**config.mk**
```make
export PLATFORM = sky130hd
export DESIGN_NAME = vga_sync_gen
export DESIGN_NICKNAME = d
export VERILOG_FILES = /design/src/rtl/vga_pkg.sv /design/src/rtl/vga_axis_counter.sv /design/src/rtl/vga_sync_gen.sv
export SDC_FILE = /design/constraint.sdc
export NUM_CORES = 1
export LEC_CHECK = 0
export ABC_CLOCK_PERIOD_IN_PS = 7800
export BUFFER_PORTS_ARGS = -buffer_cell sky130_fd_sc_hd__buf_4
export CAP_MARGIN = 25
export CORE_UTILIZATION = 51
export DETAILED_ROUTE_END_ITERATION = 16
export PLACE_DENSITY = 0.75
export SETUP_SLACK_MARGIN = 0.3
export SLEW_MARGIN = 20
export SYNTH_ARGS = -nofsm -noshare
export SYNTH_HDL_FRONTEND = slang
export SYNTH_HIERARCHICAL = 1
export SYNTH_SLANG_ARGS = --single-unit
```
**constraint.sdc**
```tcl
create_clock -name clk_in -period 7.8 [get_ports clk_in]
set_input_delay 0.78 -clock clk_in [delete_from_list [all_inputs] [get_ports clk_in]]
set_output_delay 0.78 -clock clk_in [all_outputs]
set_load 0.01 [all_outputs]
```
**src/rtl/vga_pkg.sv**
```systemverilog
`default_nettype none
// +--------------------------------------------------------------------+
// | Module      : vga_pkg                                              |
// | Description : Shared phase type, default 640x480@60 timing and a   |
// |               helper that sums the four phase lengths of an axis.  |
// | Revision    : 1.0 - initial release                                |
// +--------------------------------------------------------------------+
package vga_pkg;

  // Raster phases, in the order an axis walks through them.
  typedef enum logic [1:0] {
    PH_ACTIVE = 2'd0,
    PH_FP     = 2'd1,
    PH_SYNC   = 2'd2,
    PH_BP     = 2'd3
  } phase_t;

  // 640x480 @ 60 Hz standard timing.
  localparam int DEF_H_ACTIVE = 640;
  localparam int DEF_H_FP     = 16;
  localparam int DEF_H_SYNC   = 96;
  localparam int DEF_H_BP     = 48;
  localparam int DEF_V_ACTIVE = 480;
  localparam int DEF_V_FP     = 10;
  localparam int DEF_V_SYNC   = 2;
  localparam int DEF_V_BP     = 33;

  // Total length of one axis (ticks per line or lines per frame).
  function automatic int axis_total(input int active, input int fp,
                                    input int sync, input int bp);
    return active + fp + sync + bp;
  endfunction

endpackage
`default_nettype wire

```
**src/rtl/vga_axis_counter.sv**
```systemverilog
`default_nettype none
// +--------------------------------------------------------------------+
// | Module      : vga_axis_counter                                     |
// | Description : One raster axis: a position counter plus its phase   |
// |               FSM. Exposes the next phase and a wrap strobe so the |
// |               parent can register decoded outputs aligned with cnt.|
// | Revision    : 1.0 - initial release                                |
// +--------------------------------------------------------------------+
module vga_axis_counter
  import vga_pkg::*;
#(
  parameter int ACTIVE_LEN = DEF_H_ACTIVE,
  parameter int FP_LEN     = DEF_H_FP,
  parameter int SYNC_LEN   = DEF_H_SYNC,
  parameter int BP_LEN     = DEF_H_BP,
  parameter int CNT_W      = $clog2(axis_total(ACTIVE_LEN, FP_LEN, SYNC_LEN, BP_LEN))
) (
  input  logic             clk_in,
  input  logic             reset,
  input  logic             advance,
  output logic [CNT_W-1:0] cnt,
  output phase_t           state_nxt,
  output logic             wrap
);

  localparam int TOTAL = axis_total(ACTIVE_LEN, FP_LEN, SYNC_LEN, BP_LEN);

  // Last count of each phase; leaving it moves the FSM on.
  localparam logic [CNT_W-1:0] LAST_ACTIVE = CNT_W'(ACTIVE_LEN - 1);
  localparam logic [CNT_W-1:0] LAST_FP     = CNT_W'(ACTIVE_LEN + FP_LEN - 1);
  localparam logic [CNT_W-1:0] LAST_SYNC   = CNT_W'(ACTIVE_LEN + FP_LEN + SYNC_LEN - 1);
  localparam logic [CNT_W-1:0] LAST_BP     = CNT_W'(TOTAL - 1);

  phase_t           state;
  logic [CNT_W-1:0] cnt_nxt;
  logic             at_phase_end;

  // Position and phase registers; reset lands on the first active count.
  always_ff @(posedge clk_in or negedge reset) begin
    if (!reset) begin
      cnt   <= '0;
      state <= PH_ACTIVE;
    end else begin
      cnt   <= cnt_nxt;
      state <= state_nxt;
    end
  end

  // Next count, next phase and wrap strobe for the current advance.
  always_comb begin
    cnt_nxt      = cnt;
    state_nxt    = state;
    wrap         = 1'b0;
    at_phase_end = 1'b0;

    case (state)
      PH_ACTIVE: at_phase_end = (cnt == LAST_ACTIVE);
      PH_FP:     at_phase_end = (cnt == LAST_FP);
      PH_SYNC:   at_phase_end = (cnt == LAST_SYNC);
      PH_BP:     at_phase_end = (cnt == LAST_BP);
      default:   at_phase_end = 1'b0;
    endcase

    if (advance) begin
      if (cnt == LAST_BP) begin
        cnt_nxt = '0;
        wrap    = 1'b1;
      end else begin
        cnt_nxt = cnt + 1'b1;
      end

      if (at_phase_end) begin
        case (state)
          PH_ACTIVE: state_nxt = PH_FP;
          PH_FP:     state_nxt = PH_SYNC;
          PH_SYNC:   state_nxt = PH_BP;
          PH_BP:     state_nxt = PH_ACTIVE;
          default:   state_nxt = PH_ACTIVE;
        endcase
      end
    end
  end

endmodule
`default_nettype wire

```
**src/rtl/vga_sync_gen.sv**
```systemverilog
`default_nettype none
// +--------------------------------------------------------------------+
// | Module      : vga_sync_gen                                         |
// | Description : VGA raster timing generator. Horizontal axis counts  |
// |               pixel ticks, vertical axis counts line wraps; sync,  |
// |               active-video and frame-start are registered from the |
// |               next-state values so they line up with x/y.          |
// |               Optional frame counter: define VGA_SYNC_FRAME_CNT_EN |
// |               (otherwise frame_cnt is tied to zero).               |
// | Revision    : 1.0 - initial release                                |
// +--------------------------------------------------------------------+
module vga_sync_gen
  import vga_pkg::*;
#(
  parameter int   H_ACTIVE = DEF_H_ACTIVE,
  parameter int   H_FP     = DEF_H_FP,
  parameter int   H_SYNC   = DEF_H_SYNC,
  parameter int   H_BP     = DEF_H_BP,
  parameter int   V_ACTIVE = DEF_V_ACTIVE,
  parameter int   V_FP     = DEF_V_FP,
  parameter int   V_SYNC   = DEF_V_SYNC,
  parameter int   V_BP     = DEF_V_BP,
  parameter logic SYNC_POL = 1'b0,
  localparam int  H_TOTAL  = axis_total(H_ACTIVE, H_FP, H_SYNC, H_BP),
  localparam int  V_TOTAL  = axis_total(V_ACTIVE, V_FP, V_SYNC, V_BP),
  localparam int  X_W      = $clog2(H_TOTAL),
  localparam int  Y_W      = $clog2(V_TOTAL)
) (
  input  logic           clk_in,
  input  logic           reset,
  input  logic           pix_tick,
  output logic           hsync,
  output logic           vsync,
  output logic           video_on,
  output logic [X_W-1:0] x,
  output logic [Y_W-1:0] y,
  output logic           frame_start,
  output logic [7:0]     frame_cnt
);

  phase_t h_state_nxt;
  phase_t v_state_nxt;
  logic   h_wrap;
  logic   v_wrap;

  vga_axis_counter #(
    .ACTIVE_LEN (H_ACTIVE),
    .FP_LEN     (H_FP),
    .SYNC_LEN   (H_SYNC),
    .BP_LEN     (H_BP),
    .CNT_W      (X_W)
  ) u_h_axis (
    .clk_in    (clk_in),
    .reset     (reset),
    .advance   (pix_tick),
    .cnt       (x),
    .state_nxt (h_state_nxt),
    .wrap      (h_wrap)
  );

  // The vertical axis steps once per completed line.
  vga_axis_counter #(
    .ACTIVE_LEN (V_ACTIVE),
    .FP_LEN     (V_FP),
    .SYNC_LEN   (V_SYNC),
    .BP_LEN     (V_BP),
    .CNT_W      (Y_W)
  ) u_v_axis (
    .clk_in    (clk_in),
    .reset     (reset),
    .advance   (h_wrap),
    .cnt       (y),
    .state_nxt (v_state_nxt),
    .wrap      (v_wrap)
  );

  // Decoded outputs only move on a tick, so video_on stays low until the
  // first tick after reset; frame_start is a single-cycle pulse.
  always_ff @(posedge clk_in or negedge reset) begin
    if (!reset) begin
      hsync       <= ~SYNC_POL;
      vsync       <= ~SYNC_POL;
      video_on    <= 1'b0;
      frame_start <= 1'b0;
    end else begin
      if (pix_tick) begin
        hsync    <= (h_state_nxt == PH_SYNC) ? SYNC_POL : ~SYNC_POL;
        vsync    <= (v_state_nxt == PH_SYNC) ? SYNC_POL : ~SYNC_POL;
        video_on <= (h_state_nxt == PH_ACTIVE) && (v_state_nxt == PH_ACTIVE);
      end
      frame_start <= v_wrap;
    end
  end

`ifdef VGA_SYNC_FRAME_CNT_EN
  logic [7:0] frame_cnt_q;

  // Frame counter steps with the same wrap that raises frame_start.
  always_ff @(posedge clk_in or negedge reset) begin
    if (!reset) begin
      frame_cnt_q <= 8'd0;
    end else if (v_wrap) begin
      frame_cnt_q <= frame_cnt_q + 8'd1;
    end
  end

  assign frame_cnt = frame_cnt_q;
`else
  assign frame_cnt = 8'd0;
`endif

endmodule
`default_nettype wire

```
==> run metrics <==
Clock Sink Count 28; number of flops mapped to enable cells by yosys 0; LEAKAGE 0.931 nW; Commonest cells post-synth dfrtp_1 (26), nor2_1 (15), nand2_1 (13); multi-input combinational cell area 878 um^2; delay of the slowest critical-path stage 0.46 ns; clock group share of total power around a fifth; area delta synth->final 14.1%; Routed wire per std cell 13.5 um; row cnt 20; Worst-Skew Late Latency ~0.32 ns; Flop pwr share 55.5%; Ant. Diodes 0; H-tree depth 1; synthesized area 1670 um^2; Internal 0.237 mW; post-CTS setup repair buffer count 0; clk buf depth 2; I/O Buffers 26; vias in the first global route roughly 1100; Max VDD drop 0.000144 V; first-pass GRT wire length about 5200 um; CTS Root Cell clkbuf_4; Top delay family on crit path simple AND/OR/NAND/NOR gates; Synth cell types 46; P_sw 0.113 mW; Setup TNS Final 0 ns; final setup vio count 0; post-layout util 62.0%; CTS buffer count 3; initial drt markers between 80 and 90; RSZ-0062 raised after global routing no; Initial Util between 50 and 60%; Crit path arrival time 3.19 ns; Net Sw Frac 32.4%; CP Max Fanout 15; largest net degree at the start of global routing 29; 1st-pass router iterations 4; Fmax 343 MHz; CTS tree yes; post-synth top area cell dfrtp_1; DP HPWL 2400 um; Final Hold Vio Count 0; Worst Setup Start Kind flip-flop; share of post-route cells with drive strength above 1 25.9%; most frequent cell after synthesis dfrtp_1; yosys warns 6; Max Clock Skew 0.00622 ns; hold_ws 0.347 ns; Storage cell area 703 um^2; I/O Pins 35; post-CTS sizing 0; ys flop type dfrtp_1; average size of a mapped cell 10.3 um^2; vias 1240; outcome completed; Core Region 3080 um^2; post-synthesis sequential area ratio between 40% and 50%; final WL 3150 um; gr usage total 19.6%; CP max-delay cell dfrtp_1; CP Capture Type flip-flop; remaining antenna violation count 0; WS Path Type flip-flop to flip-flop; GPL Wtd Cong 0.822; critical path required time a little over 8 ns; largest cells by area after synthesis dfrtp_1 (39%), ha_1 (8.2%), xnor2_1 (4.2%); total gr overflow 0; Tmin final 2.92 ns; crit path buf inv count 1; Comb pwr share 24.8%; Synth async-reset ratio 100%; die width 59.3 um; initial antenna violation count 0; Post-Syn Instances 162; pwr dens 183 nW/um^2; hold crit path type input pin to asynchronous set/reset pin; Filler cells 280; max-slew violations 0; FF+latch count, synth 28; max cap viols 0; Via density 5.32; layout net count 204; post-synth top area share 38.9%; number of hold buffers added after CTS 0; Clk pin slew, worst setup/hold paths 0.15 ns; Cell Chain, Critical Path ha_1 -> and4_1 -> nand2_1 -> nor2_1 -> buf_4 -> nand2_1 -> nor4_1 -> a32oi_2 -> mux2_4 -> nor4_1 -> mux2_1; DRC 0; die height 59.3 um; final worst-path cycle share about 37%; Die ar. 3510 um^2
[metrics by stage]
stage / worst slack [ns] / std cells / total power, mW / cell area [um^2]
after floorplan: 4.93 / 169 / 0.240 / 1700
after global placement: 4.27 / 228 / 0.278 / 1870
after detailed placement: 4.05 / 228 / 0.282 / 1870
after CTS: 4.33 / 232 / 0.352 / 1900
after global routing: 4.66 / 233 / 0.372 / 1910
final: 4.88 / 233 / 0.350 / 1910
[registers in the layout, summed over array words and instances (netlist names)]
signal	flops
hsync	1
vsync	1
u_h_axis/cnt	10
u_v_axis/state	2
u_v_axis/cnt	10
video_on	1
u_h_axis/state	2
frame_start	1
[kinds of logic after synthesis]
logic type                 synth area share (%)
DFF                                        42.0
muxes                                      4.94
buffers and inverters                      7.03
xor gates and xnor gates                   6.81
and+or+nand+nor                            23.6
other                                     0.224
adders and majority gates                  8.23
AOI/OAI and AO/OA                          7.18
[layout by cell type (no fill, tap or decap), drive strengths merged, types with 2 or more instances in the layout]
| master | count |
|---|---|
| buf | 27 |
| dfrtp | 26 |
| nor2 | 15 |
| nand2 | 13 |
| ha | 11 |
| inv | 9 |
| conb | 8 |
| xnor2 | 8 |
| nand3 | 7 |
| nor3 | 6 |
| nor4 | 6 |
| xor2 | 5 |
| clkbuf | 4 |
| mux2 | 4 |
| o21ai | 4 |
| nand4 | 3 |
| mux2i | 3 |
| nor3b | 3 |
| a21oi | 3 |
| a31oi | 2 |
| dfstp | 2 |
| and3b | 2 |
| a21o | 2 |
| and4 | 2 |
| and3 | 2 |
[area by class of cell]
cell class	count	share of cell area [%]
clock buffer	4	1.90
timing repair buffer	27	10.6
sequential	28	36.8
tap	44	2.88
inverter	9	1.77
multi-input combinational	121	46.0
[layer usage]
metal / track usage (%) / wire, um / vias up
met5: 0 / 0 / -
met4: 6.46 / 40 / 0
met3: 1.97 / 105 / 5
met2: 35.8 / 1650 / 32
met1: 24.1 / 1360 / 603
li1: - / - / 600
[final timing paths]
kind,startpoint,end,slack [ns],depth (start not counted)
min in group clk_in,vsync,vsync,0.51,2
setup / recovery,u_h_axis/cnt[0],video_on,4.88,11
hold reg to reg,vsync,vsync,0.51,2
max in group asynchronous,reset,hsync,7.15,1
setup reg to reg,u_h_axis/cnt[0],video_on,4.88,11
hold / removal,reset,u_v_axis/cnt[8],0.35,1
[power groups by stage]
stage | clock network (mW) | logic (mW) | registers, mW
after global placement | 0 | 0.0841 | 0.194
after CTS | 0.0721 | 0.0865 | 0.193
after floorplan | 0 | 0.0427 | 0.198
final | 0.0690 | 0.0867 | 0.194
after global routing | 0.0770 | 0.0959 | 0.199
after detailed placement | 0 | 0.0858 | 0.196
(Power assumes the default switching activity.)
